===== src/rtl/multicycle_control_if.sv =====
// Memory request/ready handshake between the sequencer and memory.
// The controller is the master; memory answers with mem_ready.
interface multicycle_control_if;
  logic mem_req;
  logic mem_we;
  logic iord;
  logic mem_ready;

  modport master (
    output mem_req,
    output mem_we,
    output iord,
    input  mem_ready
  );

  modport slave (
    input  mem_req,
    input  mem_we,
    input  iord,
    output mem_ready
  );
endinterface


===== src/rtl/multicycle_control.sv =====
// Moore sequencer for the multi-cycle CPU datapath.
// Walks fetch/decode/execute/memory/writeback with a stalling memory handshake.
module multicycle_control #(
  parameter int OPC_W = 4
) (
  input  logic             clk,
  input  logic             reset,
  input  logic [OPC_W-1:0] opcode,
  input  logic             zero,
  multicycle_control_if.master mem,
  output logic             ir_write,
  output logic             pc_write,
  output logic [1:0]       pc_src,
  output logic             alu_src_a,
  output logic [1:0]       alu_src_b,
  output logic [2:0]       alu_op,
  output logic             reg_write,
  output logic             reg_dst,
  output logic             mem_to_reg,
  output logic             halted,
  output logic [3:0]       state
);

  typedef enum logic [3:0] {
    S_FETCH    = 4'd0,
    S_DECODE   = 4'd1,
    S_EXEC_R   = 4'd2,
    S_EXEC_I   = 4'd3,
    S_MEM_ADDR = 4'd4,
    S_MEM_RD   = 4'd5,
    S_MEM_WR   = 4'd6,
    S_WB_R     = 4'd7,
    S_WB_I     = 4'd8,
    S_WB_LD    = 4'd9,
    S_BRANCH   = 4'd10,
    S_JUMP     = 4'd11,
    S_HALT     = 4'd12
  } state_t;

  localparam logic [OPC_W-1:0] OP_R    = OPC_W'(4'b0000);
  localparam logic [OPC_W-1:0] OP_ADDI = OPC_W'(4'b0001);
  localparam logic [OPC_W-1:0] OP_ANDI = OPC_W'(4'b0010);
  localparam logic [OPC_W-1:0] OP_ORI  = OPC_W'(4'b0011);
  localparam logic [OPC_W-1:0] OP_SLTI = OPC_W'(4'b0100);
  localparam logic [OPC_W-1:0] OP_LW   = OPC_W'(4'b1000);
  localparam logic [OPC_W-1:0] OP_SW   = OPC_W'(4'b1001);
  localparam logic [OPC_W-1:0] OP_BEQ  = OPC_W'(4'b1010);
  localparam logic [OPC_W-1:0] OP_BNE  = OPC_W'(4'b1011);
  localparam logic [OPC_W-1:0] OP_J    = OPC_W'(4'b1100);
  localparam logic [OPC_W-1:0] OP_HALT = OPC_W'(4'b1111);

  state_t           state_q, state_d;
  logic [OPC_W-1:0] opc_q, opc_d;

  logic is_r, is_addi, is_andi, is_ori, is_slti;
  logic is_lw, is_sw, is_beq, is_bne, is_j, is_halt;
  logic is_ialu;

  // Live opcode in DECODE, latched copy everywhere after.
  always_comb begin
    opc_d = (state_q == S_DECODE) ? opcode : opc_q;
  end

  always_comb begin
    is_r    = (opc_d == OP_R);
    is_addi = (opc_d == OP_ADDI);
    is_andi = (opc_d == OP_ANDI);
    is_ori  = (opc_d == OP_ORI);
    is_slti = (opc_d == OP_SLTI);
    is_lw   = (opc_d == OP_LW);
    is_sw   = (opc_d == OP_SW);
    is_beq  = (opc_d == OP_BEQ);
    is_bne  = (opc_d == OP_BNE);
    is_j    = (opc_d == OP_J);
    is_halt = (opc_d == OP_HALT);
    is_ialu = is_addi | is_andi | is_ori | is_slti;
  end

  always_comb begin
    state_d = state_q;
    unique case (state_q)
      S_FETCH:    if (mem.mem_ready) state_d = S_DECODE;
      S_DECODE: begin
        unique case (1'b1)
          is_r:          state_d = S_EXEC_R;
          is_ialu:       state_d = S_EXEC_I;
          is_lw, is_sw:  state_d = S_MEM_ADDR;
          is_beq,
          is_bne:        state_d = S_BRANCH;
          is_j:          state_d = S_JUMP;
          is_halt:       state_d = S_HALT;
          default:       state_d = S_FETCH;
        endcase
      end
      S_EXEC_R:   state_d = S_WB_R;
      S_EXEC_I:   state_d = S_WB_I;
      S_MEM_ADDR: state_d = is_lw ? S_MEM_RD : S_MEM_WR;
      S_MEM_RD:   if (mem.mem_ready) state_d = S_WB_LD;
      S_MEM_WR:   if (mem.mem_ready) state_d = S_FETCH;
      S_WB_R,
      S_WB_I,
      S_WB_LD,
      S_BRANCH,
      S_JUMP:     state_d = S_FETCH;
      S_HALT:     state_d = S_HALT;
      default:    state_d = S_FETCH;
    endcase
  end

  always_ff @(posedge clk) begin
    if (reset) begin
      state_q <= S_FETCH;
      opc_q   <= '0;
    end else begin
      state_q <= state_d;
      opc_q   <= opc_d;
    end
  end

  // Reset forces every output low, even mid-handshake.
  always_comb begin
    mem.mem_req = 1'b0;
    mem.mem_we  = 1'b0;
    mem.iord    = 1'b0;
    ir_write    = 1'b0;
    pc_write    = 1'b0;
    pc_src      = 2'b00;
    alu_src_a   = 1'b0;
    alu_src_b   = 2'b00;
    alu_op      = 3'b000;
    reg_write   = 1'b0;
    reg_dst     = 1'b0;
    mem_to_reg  = 1'b0;
    halted      = 1'b0;
    if (!reset) begin
      unique case (state_q)
        S_FETCH: begin
          mem.mem_req = 1'b1;
          alu_src_b   = 2'b01;
          ir_write    = mem.mem_ready;
          pc_write    = mem.mem_ready;
        end
        S_DECODE: alu_src_b = 2'b11;
        S_EXEC_R: begin
          alu_src_a = 1'b1;
          alu_op    = 3'b010;
        end
        S_EXEC_I: begin
          alu_src_a = 1'b1;
          alu_src_b = 2'b10;
          unique case (1'b1)
            is_andi: alu_op = 3'b100;
            is_ori:  alu_op = 3'b001;
            is_slti: alu_op = 3'b110;
            default: alu_op = 3'b000;
          endcase
        end
        S_MEM_ADDR: begin
          alu_src_a = 1'b1;
          alu_src_b = 2'b10;
        end
        S_MEM_RD: begin
          mem.mem_req = 1'b1;
          mem.iord    = 1'b1;
        end
        S_MEM_WR: begin
          mem.mem_req = 1'b1;
          mem.mem_we  = 1'b1;
          mem.iord    = 1'b1;
        end
        S_WB_R: begin
          reg_write = 1'b1;
          reg_dst   = 1'b1;
        end
        S_WB_I:   reg_write = 1'b1;
        S_WB_LD: begin
          reg_write  = 1'b1;
          mem_to_reg = 1'b1;
        end
        S_BRANCH: begin
          alu_src_a = 1'b1;
          alu_op    = 3'b101;
          pc_src    = 2'b01;
          pc_write  = is_bne ? ~zero : zero;
        end
        S_JUMP: begin
          pc_src   = 2'b10;
          pc_write = 1'b1;
        end
        S_HALT:   halted = 1'b1;
        default: ;
      endcase
    end
  end

  assign state = reset ? S_FETCH : state_q;

endmodule


===== src/flat_wrapper.sv =====
// flat-port wrapper written by rule: the top's interface ports become plain ports
module multicycle_control_flat 
#(
  parameter int OPC_W = 4
)
  (clk, reset, opcode, zero, ir_write, pc_write, pc_src, alu_src_a, alu_src_b, alu_op, reg_write, reg_dst, mem_to_reg, halted, state, mem_mem_req, mem_mem_we, mem_iord, mem_mem_ready);
  multicycle_control_if mem_i ();
  input  logic clk;
  input  logic reset;
  input  logic [OPC_W-1:0] opcode;
  input  logic zero;
  output logic ir_write;
  output logic pc_write;
  output logic [1:0] pc_src;
  output logic alu_src_a;
  output logic [1:0] alu_src_b;
  output logic [2:0] alu_op;
  output logic reg_write;
  output logic reg_dst;
  output logic mem_to_reg;
  output logic halted;
  output logic [3:0] state;
  output wire logic [$bits(mem_i.mem_req)-1:0] mem_mem_req;
  output wire logic [$bits(mem_i.mem_we)-1:0] mem_mem_we;
  output wire logic [$bits(mem_i.iord)-1:0] mem_iord;
  input wire logic [$bits(mem_i.mem_ready)-1:0] mem_mem_ready;
  assign mem_mem_req = mem_i.mem_req;
  assign mem_mem_we = mem_i.mem_we;
  assign mem_iord = mem_i.iord;
  assign mem_i.mem_ready = mem_mem_ready;
  multicycle_control #(.OPC_W(OPC_W)) u_core (.clk(clk), .reset(reset), .opcode(opcode), .zero(zero), .mem(mem_i), .ir_write(ir_write), .pc_write(pc_write), .pc_src(pc_src), .alu_src_a(alu_src_a), .alu_src_b(alu_src_b), .alu_op(alu_op), .reg_write(reg_write), .reg_dst(reg_dst), .mem_to_reg(mem_to_reg), .halted(halted), .state(state));
endmodule

===== config.mk =====
export PLATFORM = sky130hd
export DESIGN_NAME = multicycle_control_flat
export DESIGN_NICKNAME = d
export VERILOG_FILES = /design/src/rtl/multicycle_control_if.sv /design/src/rtl/multicycle_control.sv /design/src/flat_wrapper.sv
export SDC_FILE = /design/constraint.sdc
export NUM_CORES = 1
export LEC_CHECK = 0
export BUFFER_PORTS_ARGS = -buffer_cell sky130_fd_sc_hd__buf_2
export CORE_UTILIZATION = 51
export CTS_BUF_LIST = sky130_fd_sc_hd__clkbuf_4 sky130_fd_sc_hd__clkbuf_8
export CTS_CLUSTER_DIAMETER = 50
export DETAILED_ROUTE_END_ITERATION = 8
export HOLD_SLACK_MARGIN = 0.1
export PLACE_DENSITY = 0.9
export SYNTH_ARGS = -nofsm -noshare
export SYNTH_HDL_FRONTEND = slang
export SYNTH_SLANG_ARGS = --single-unit

===== constraint.sdc =====
create_clock -name clk -period 2.1 [get_ports clk]
set_input_delay 0.21 -clock clk [delete_from_list [all_inputs] [get_ports clk]]
set_output_delay 0.21 -clock clk [all_outputs]
set_load 0.03 [all_outputs]

* Yosys cells after proc, flatten, opt, wreduce, memory -nomap -nowiden
Cells that the tools add are included.
** Cells by class
- Equality and inequality tests :: 25
- Multiplexer cells :: 36
- Bitwise logic cells :: 4
- Reduce and logical (&&, ||, !) cells :: 10
** Operators by type and width (number)
- 4-bit == test, second input constant :: 11
- 4-bit case mux with 8 select lines :: 1
- 4-bit case mux with 6 select lines :: 1
- 4-bit by 3-bit == test with 1-bit output, second input constant :: 5
- 1-bit 2-to-1 mux :: 20
- 4-bit 2-to-1 mux :: 5
- 3-bit case mux with 3 select lines :: 2
- 4-bit by 2-bit == test with 1-bit output, second input constant :: 4
- 4-bit by 1-bit == test with 1-bit output, second input constant :: 2
- 4-bit logical NOT :: 2
- 2-bit OR reduction :: 4
- 2-bit 2-to-1 mux :: 3
- 2-bit inequality test, second input constant :: 3
- 2-bit case mux with 3 select lines :: 1
- 3-bit OR reduction :: 2
- 2-bit case mux with 2 select lines :: 1
- 4-bit OR reduction :: 1
- 3-bit 2-to-1 mux :: 1
- 1-bit OR :: 3
- 1-bit case mux with 3 select lines :: 1
- 3-bit AND reduction :: 1
- 1-bit NOT :: 1
** Word-level totals
- Register bits after elaboration :: 8
- Input bits :: 8
- Output and inout port bits :: 21

* Logic depth before layout (Yosys ltp)
Gate-level depths: netlist of run 1.
- Depth after elaboration :: 8
- Gate-level depth with buffers :: 6

* Worst setup path before layout of run 1
OpenSTA, ideal clock, no wires.
- Path kind :: flip-flop to output port
- Start :: register u_core.state_q[3]
- End :: output ir_write
- Arrival :: 2281 ps
- Required time :: 1890 ps
- Slack :: -391 ps
- Stages on the path, launching flop included :: 5
- Cell sequence :: dfxtp_1 > buf_2 > or2_2 > nor3_1 > nor3b_1
** On the way
- Word-level cells in the longest chain between the ends :: 3
** RTL lines
- start: declaration :: RTL line multicycle_control.sv:52 : state_t state_q, state_d;
- start signal: assignment :: RTL line multicycle_control.sv:115 : state_q <= state_d;
- 4-bit logical NOT :: RTL line multicycle_control.sv:136 : unique case (state_q)
- 1-bit 2-to-1 mux :: RTL line multicycle_control.sv:136
- 1-bit 2-to-1 mux :: RTL line multicycle_control.sv:135 : if (!reset) begin
- end: declaration :: RTL line flat_wrapper.sv:12 : output logic ir_write;
Every way passes these cells.

* Final worst setup path of run 1
- Start :: register u_core.state_q[2]
- End :: output alu_op[1]
** On the way
- Word-level cells in the longest chain between the ends :: 6
- Elaborated cells on any way between the ends :: 11
- Those cells by class :: eq/ne (7); mux (4)
** RTL lines
- 4-bit by 1-bit == test with 1-bit output :: RTL line multicycle_control.sv:61 : opc_d = (state_q == S_DECODE) ? opcode : opc_q;
- 4-bit 2-to-1 mux :: RTL line multicycle_control.sv:61
- 4-bit by 3-bit == test with 1-bit output, or another cell as far along :: RTL line multicycle_control.sv:69 : is_slti = (opc_d == OP_SLTI);
- 3-bit case mux with 3 select lines :: RTL line multicycle_control.sv:151 : unique case (1'b1)
- 3-bit case mux with 3 select lines (*) :: RTL line multicycle_control.sv:136
- 3-bit 2-to-1 mux (*) :: RTL line multicycle_control.sv:135
- end: declaration :: RTL line flat_wrapper.sv:17 : output logic [2:0] alu_op;
Mark *: on every way between the ends. The rest lies on a longest branch, timed or not.

==> flow_summary_export.csv, run 1 <==
group,metric,value,unit
cts,htreeDepth,1,
cts,cts_sinks,8,
sta,fmax,0.470,GHz
sta,finalSetupViolations,1,
critical_path,critical_path_class,"flip-flop to output port",
pwr,finalPower,1220,uW
final_layout,layout-drive-gt1-share,31.6,%
routing,wl_per_cell,14.1,um
sta,slew_headroom,70.3,%
floorplanning,start_util,56.2,%
sta,finalCriticalPeriod,2.13,ns
pwr,power.leakage,0.000481,uW
placement,hpwlAfterDp,1780,um
routing,num_vias,1073,
cts,cts_buffer_depth,2,
placement,place_ws,0.156,ns
routing,finalWirelength,2460,um
critical_path,path_cells,"or4b_4 -> or3_4 -> a311oi_2 -> buf_4",
critical_path,cp_top_family,"simple AND/OR/NAND/NOR gates",
placement,placed_area,1040,um^2
synth,syn-cell-area,866,um^2
synth,yosysUniqueCellTypes,38,
synth,synth_top_area_share,18.5,%
synth,ys.flop_type,"dfxtp_1",
final_layout,syn2layout_area_growth,28.8,%
synth,yosysMostFrequentCell,"nor2_1",
critical_path,startpoint_type,"flip-flop",
routing,first_iter_violations,44,
sta,tightest_slew,0.441,ns
sta,skew,0.00168,ns
critical_path,crit_path_end_kind,"output port",
synth,ys_warn_count,0,
critical_path,required,1.89,ns
pwr,powerDensity,1100,nW/um^2
cts,path_clk_slew,0.05,ns
synth,yosysSeqAreaShare,18.5,%
job,drv_cap,0,
critical_path,cp_max_fo,3,
global_routing,antenna_found_initial,0,
outcome,failed_checks,"negative setup slack",
routing,drc_errors,0,
final_layout,fillCellCount,123,
synth,avgSynthCellArea,6.56,um^2
final_layout,fin_area,1110,um^2
sta,finalHoldViolCount,0,
floorplanning,die_x,43.2,um
synth,yosys.area.top_type,"dfxtp_1",
synth,synth_commonest_cells,"nor2_1, nand2_1, nor3_1",
synth,ys_ff_latch,8,
sta,setup_ws,-0.0268,ns
floorplanning,fp.dieArea,1870,um^2
sta,setup_tns,-0.0268,ns
routing,dr.pass1.iters,4,
sta,fin_crit_sh,101,%
synth,syn_nets,140,
placement,routabilityCongestion,0.928,
critical_path,crit_slowest_cell,"or4b_4",
hold_path,min_path_type,"input port to flip-flop",
cts,cts_root_buf,"clkbuf_4",
global_routing,grt_pass1_vias,889,
synth,yosys-top-cells-area,"dfxtp_1, nor2b_1, nor3_1",
outcome,status,"finished, violations left",
sta,slew_violations,0,
floorplanning,core-area,1540,um^2
floorplanning,rows,14,
global_routing,grt_max_degree,23,
floorplanning,ioPinCount,29,
critical_path,arrival,1.92,ns
routing,antenna_left,0,
global_routing,grt.total_usage,28.0,%
placement,dp_cells,171,
placement,numPortBuffers,28,
synth,synth-edff-count,0,
global_routing,grt_remaining_overflow,0,
pwr,ir_drop,0.925,mV
cts,insertion_delay,0.25,ns
final_layout,n_antenna_cell,0,
final_layout,fin_nets,168,
final_layout,finalNonFillerCells,174,
final_layout,multi_input_comb_area,696,um^2
cts,cts_made_buffers,3,
critical_path,critPathMaxStageDelay,0.57,ns
cts,cts_tree,"built",
sta,rsz0062_at_grt,"true",
floorplanning,die_height,43.2,um
cts,hold_buffers,0,
routing,via_per_inst,6.17,
global_routing,grt_pass1_wl,4000,um
synth,async_reset_ff_share,0,%
synth,synthCells,132,
critical_path,cp_num_buf_inv,1,
final_layout,ff_latch_area,160,um^2
[worst reg2reg max path, stage by stage, from the launching register on]
cell and delay (ns):
dfxtp_1 0.32, buf_4 0.22, nor4b_4 0.27, buf_4 0.19
nand2_1 0.10, o221ai_1 0.19, nor3b_1 0.23
[sequential cells by signal, summed over array words and instances (netlist names)]
register        count
u_core.state_q      4
u_core.opc_q        4
[report_power, final]
group	leakage (uW)	switching (uW)	internal [uW]
clock	0.0000138	47.6	65.1
combinational	0.000402	550	328
sequential	0.0000654	39.2	195
[through the flow]
stage / hold slack (ns) / util (%)
after global placement: 0.486 / 67.8
after floorplan: 0.346 / -
after global routing: 0.254 / 72.3
after CTS: 0.249 / 71.1
final: 0.257 / 72.3
after detailed placement: 0.492 / 67.8
[path summary, 6_finish.rpt]
kind | startpoint | end | slack [ns] | cells past startpoint
worst max register to register | u_core.state_q[0] | u_core.state_q[3] | 0.50 | 6
worst max-delay path | u_core.state_q[2] | alu_op[1] | -0.03 | 4
worst min-delay path | opcode[0] | u_core.opc_q[0] | 0.26 | 3
worst min register to register | u_core.opc_q[3] | u_core.opc_q[3] | 0.50 | 2
[repair_timing]
action	CTS	global route
pin swaps	2	2
resized for setup	6	4
setup endpoints to repair	2	3
buffers inserted	0	0
[cells in the final DEF, fill, tap and decap left out, types with 2 or more instances in the layout]
cell      count
nor3_1       11
nor3b_2       2
o21ai_0       4
o21bai_1      2
nor2_1       16
buf_6         2
nand2b_1      6
clkbuf_4      3
dfxtp_1       8
nor2b_1      10
nand2_1      14
inv_1         3
a21oi_1      10
xor2_1        2
buf_4         7
xnor2_1       2
nand3_1       3
buf_2        26
nand4b_1      3
a22o_1        2
[layer usage]
layer  vias to the layer above  track usage (%)  part of all wire [%]
li1                        526                -                     -
met1                       482             38.0                    43
met2                        61             44.2                    48
met3                         4             2.98                   7.6
met4                         0             12.1                   1.1
met5                         -                0                     0
[cell families (layout without fill, tap and decap cells)]
logic type,after synthesis,count (layout),share of synthesized area (%)
compound gates,29,29,21.8
flops,8,8,18.5
buf+inv,15,41,7.66
mux,1,1,1.16
xor+xnor,4,4,4.05
simple gates,75,75,46.8
[area by class of cell]
| class | instances | area share [%] |
|---|---|---|
| clock buffer | 3 | 2.02 |
| inverter | 3 | 1.01 |
| multi-input combinational | 109 | 62.4 |
| sequential | 8 | 14.4 |
| tap | 16 | 1.80 |
| timing repair buffer | 35 | 18.4 |
Power figures use the tool's default switching activity.
==> inputs of run 2 (changes only) <==
Settings changed: CELL_PAD_IN_SITES_DETAIL_PLACEMENT set to 2, CELL_PAD_IN_SITES_GLOBAL_PLACEMENT set to 2, CORE_ASPECT_RATIO set to 0.6, CORE_UTILIZATION 51 to 26, PLACE_DENSITY 0.9 to 0.89.
==> run 2 against run 1 <==
The run still ends with negative setup slack left; global-route usage is 6.9 points lower; clock skew about the same; worst hold slack better by 0.046 ns; worst setup slack improved by 0.014 ns; cell count is 16% higher; maximum frequency rose by 0.65%; routed wire length increased by 57%; flip-flop and latch count did not move; critical endpoint unchanged; highest routed layer unchanged.
==> flow_summary_export.csv, run 2 (synthesis results as in run 1) <==
group,metric,value,unit
placement,routabilityCongestion,0.857,
hold_path,min_path_type,"input port to flip-flop",
cts,cts_root_buf,"clkbuf_8",
routing,wl_met3,148,um
routing,num_vias,1073,
global_routing,grt_max_degree,23,
routing,wl_per_cell,19.2,um
critical_path,critical_path_class,"flip-flop to output port",
cts,cts_sinks,8,
global_routing,grt_remaining_overflow,0,
cts,cts_tree,"built",
final_layout,fin_nets,169,
critical_path,reg2reg_from,"u_core.state_q[1]",
cts,cts_buffer_depth,2,
floorplanning,core-area,3020,um^2
floorplanning,die_x,76.5,um
critical_path,r2r_end,"u_core.state_q[3]",
routing,via_per_inst,5.34,
cts,cts_made_buffers,3,
critical_path,cp_max_fo,3,
pwr,ir_drop,0.387,mV
sta,rsz0062_at_grt,"true",
outcome,failed_checks,"negative setup slack",
critical_path,rr_worst_depth,7,
sta,finalCriticalPeriod,2.11,ns
routing,antenna_left,0,
floorplanning,fp.dieArea,3570,um^2
cts,path_clk_slew,0.04,ns
critical_path,cp_top_family,"simple AND/OR/NAND/NOR gates",
global_routing,grt_pass1_vias,1082,
final_layout,fillCellCount,369,
floorplanning,die_height,46.7,um
placement,placed_area,1080,um^2
sta,setup_ws,-0.0130,ns
routing,finalWirelength,3860,um
cts,insertion_delay,0.23,ns
pwr,power.leakage,0.000492,uW
sta,slew_violations,0,
floorplanning,ioPinCount,29,
critical_path,crit_slowest_cell,"or4b_4",
hold_path,min_path_cells,3,
sta,slew_headroom,63.5,%
cts,hold_buffers,0,
placement,dp_cells,197,
routing,wl_met1,1950,um
placement,place_ws,0.117,ns
sta,skew,0.00200,ns
placement,numPortBuffers,28,
sta,finalSetupViolations,1,
routing,dr_wl_met2,1750,um
pwr,powerDensity,1200,nW/um^2
critical_path,cp_num_buf_inv,1,
sta,fin_crit_sh,101,%
routing,first_iter_violations,94,
critical_path,arrival,1.90,ns
placement,hpwlAfterDp,2590,um
global_routing,grt.total_usage,21.0,%
critical_path,startpoint_type,"flip-flop",
routing,dr.pass1.iters,4,
final_layout,fin_util,39.0,%
final_layout,n_antenna_cell,0,
final_layout,finalNonFillerCells,201,
final_layout,fin_area,1180,um^2
global_routing,grt_pass1_wl,5660,um
global_routing,antenna_found_initial,0,
critical_path,required,1.89,ns
hold_path,hp-start,"opcode[0]",
cts,htreeDepth,1,
floorplanning,rows,15,
critical_path,path_cells,"or4b_4 -> or3_4 -> a311oi_2 -> buf_4",
sta,fmax,0.473,GHz
job,drv_cap,0,
final_layout,layout-drive-gt1-share,32.7,%
critical_path,critPathMaxStageDelay,0.56,ns
final_layout,largest_registers,"u_core.opc_q x4, u_core.state_q x4",
final_layout,syn2layout_area_growth,36.1,%
hold_path,hold_end,"u_core.opc_q[0]",
outcome,status,"finished, violations left",
sta,tightest_slew,0.543,ns
routing,drc_errors,0,
critical_path,rrSetupSlack,0.30,ns
routing,dr.max_layer_used,"met4",
final_layout,final_cell_mix,"buf_2, nor2_1, nand2_1, nor3_1",
sta,finalHoldViolCount,0,
floorplanning,start_util,28.7,%
critical_path,crit_path_end_kind,"output port",
final_layout,mostFrequentLayoutCell,"buf_2",
-- run 2: where the power goes --
group          switching (uW)  total, uW  leakage [uW]  internal (uW)
Clock                    69.4        194     0.0000216            125
Combinational             603        962      0.000405            359
Sequential               57.5        255     0.0000663            197
-- run 2: repair_timing --
item                                    in CTS  in global routing
pin swaps                                    4                  2
setup buffers                                0                  1
endpoints found under the setup margin       3                  3
endpoints found under the hold margin        0                  0
resized for setup                            6                  8
-- run 2: per-layer routing --
| layer | track usage [%] | up-vias |
|---|---|---|
| li1 | - | 522 |
| met1 | 28.6 | 519 |
| met2 | 37.3 | 29 |
| met3 | 1.98 | 3 |
| met4 | 4.62 | 0 |
| met5 | 0 | - |
-- run 2: how the worst max path moves through the flow --
| stage | cells past startpoint | start | slack (ns) | endpoint |
|---|---|---|---|---|
| final | 4 | u_core.state_q[3] | -0.01 | alu_op[1] |
| after global routing | 5 | u_core.state_q[3] | -0.04 | alu_op[0] |
| after CTS | 4 | u_core.state_q[3] | 0.001 | alu_op[1] |
| after detailed placement | 5 | u_core.state_q[1] | 0.12 | alu_op[0] |
| after global placement | 4 | u_core.state_q[1] | 0.17 | alu_op[1] |
| after floorplan | 4 | u_core.state_q[3] | -0.15 | ir_write |
-- run 2: final cells by class --
class	instances	area, um^2	share of cell area [%]
inverter	3	11.3	0.955
tap	42	52.6	4.46
clock buffer	3	41.3	3.50
timing repair buffer	36	228	19.3
sequential	8	163	13.8
multi-input combinational	109	683	58.0
-- run 2: tightest hold or removal path, delay by kind of cell --
family / cells / cell delay (ns)
buf+inv: 1 / 0.14
simple gates: 1 / 0.07
compound gates: 1 / 0.06
-- run 2: through the flow --
step                hold WS (ns)  TNS, ns  power, uW
floorplan                  0.346   -0.238        842
global placement           0.492        0       1050
detailed placement         0.521        0       1100
CTS                        0.301        0       1340
global route               0.319  -0.0799       1500
finish                     0.303  -0.0130       1410
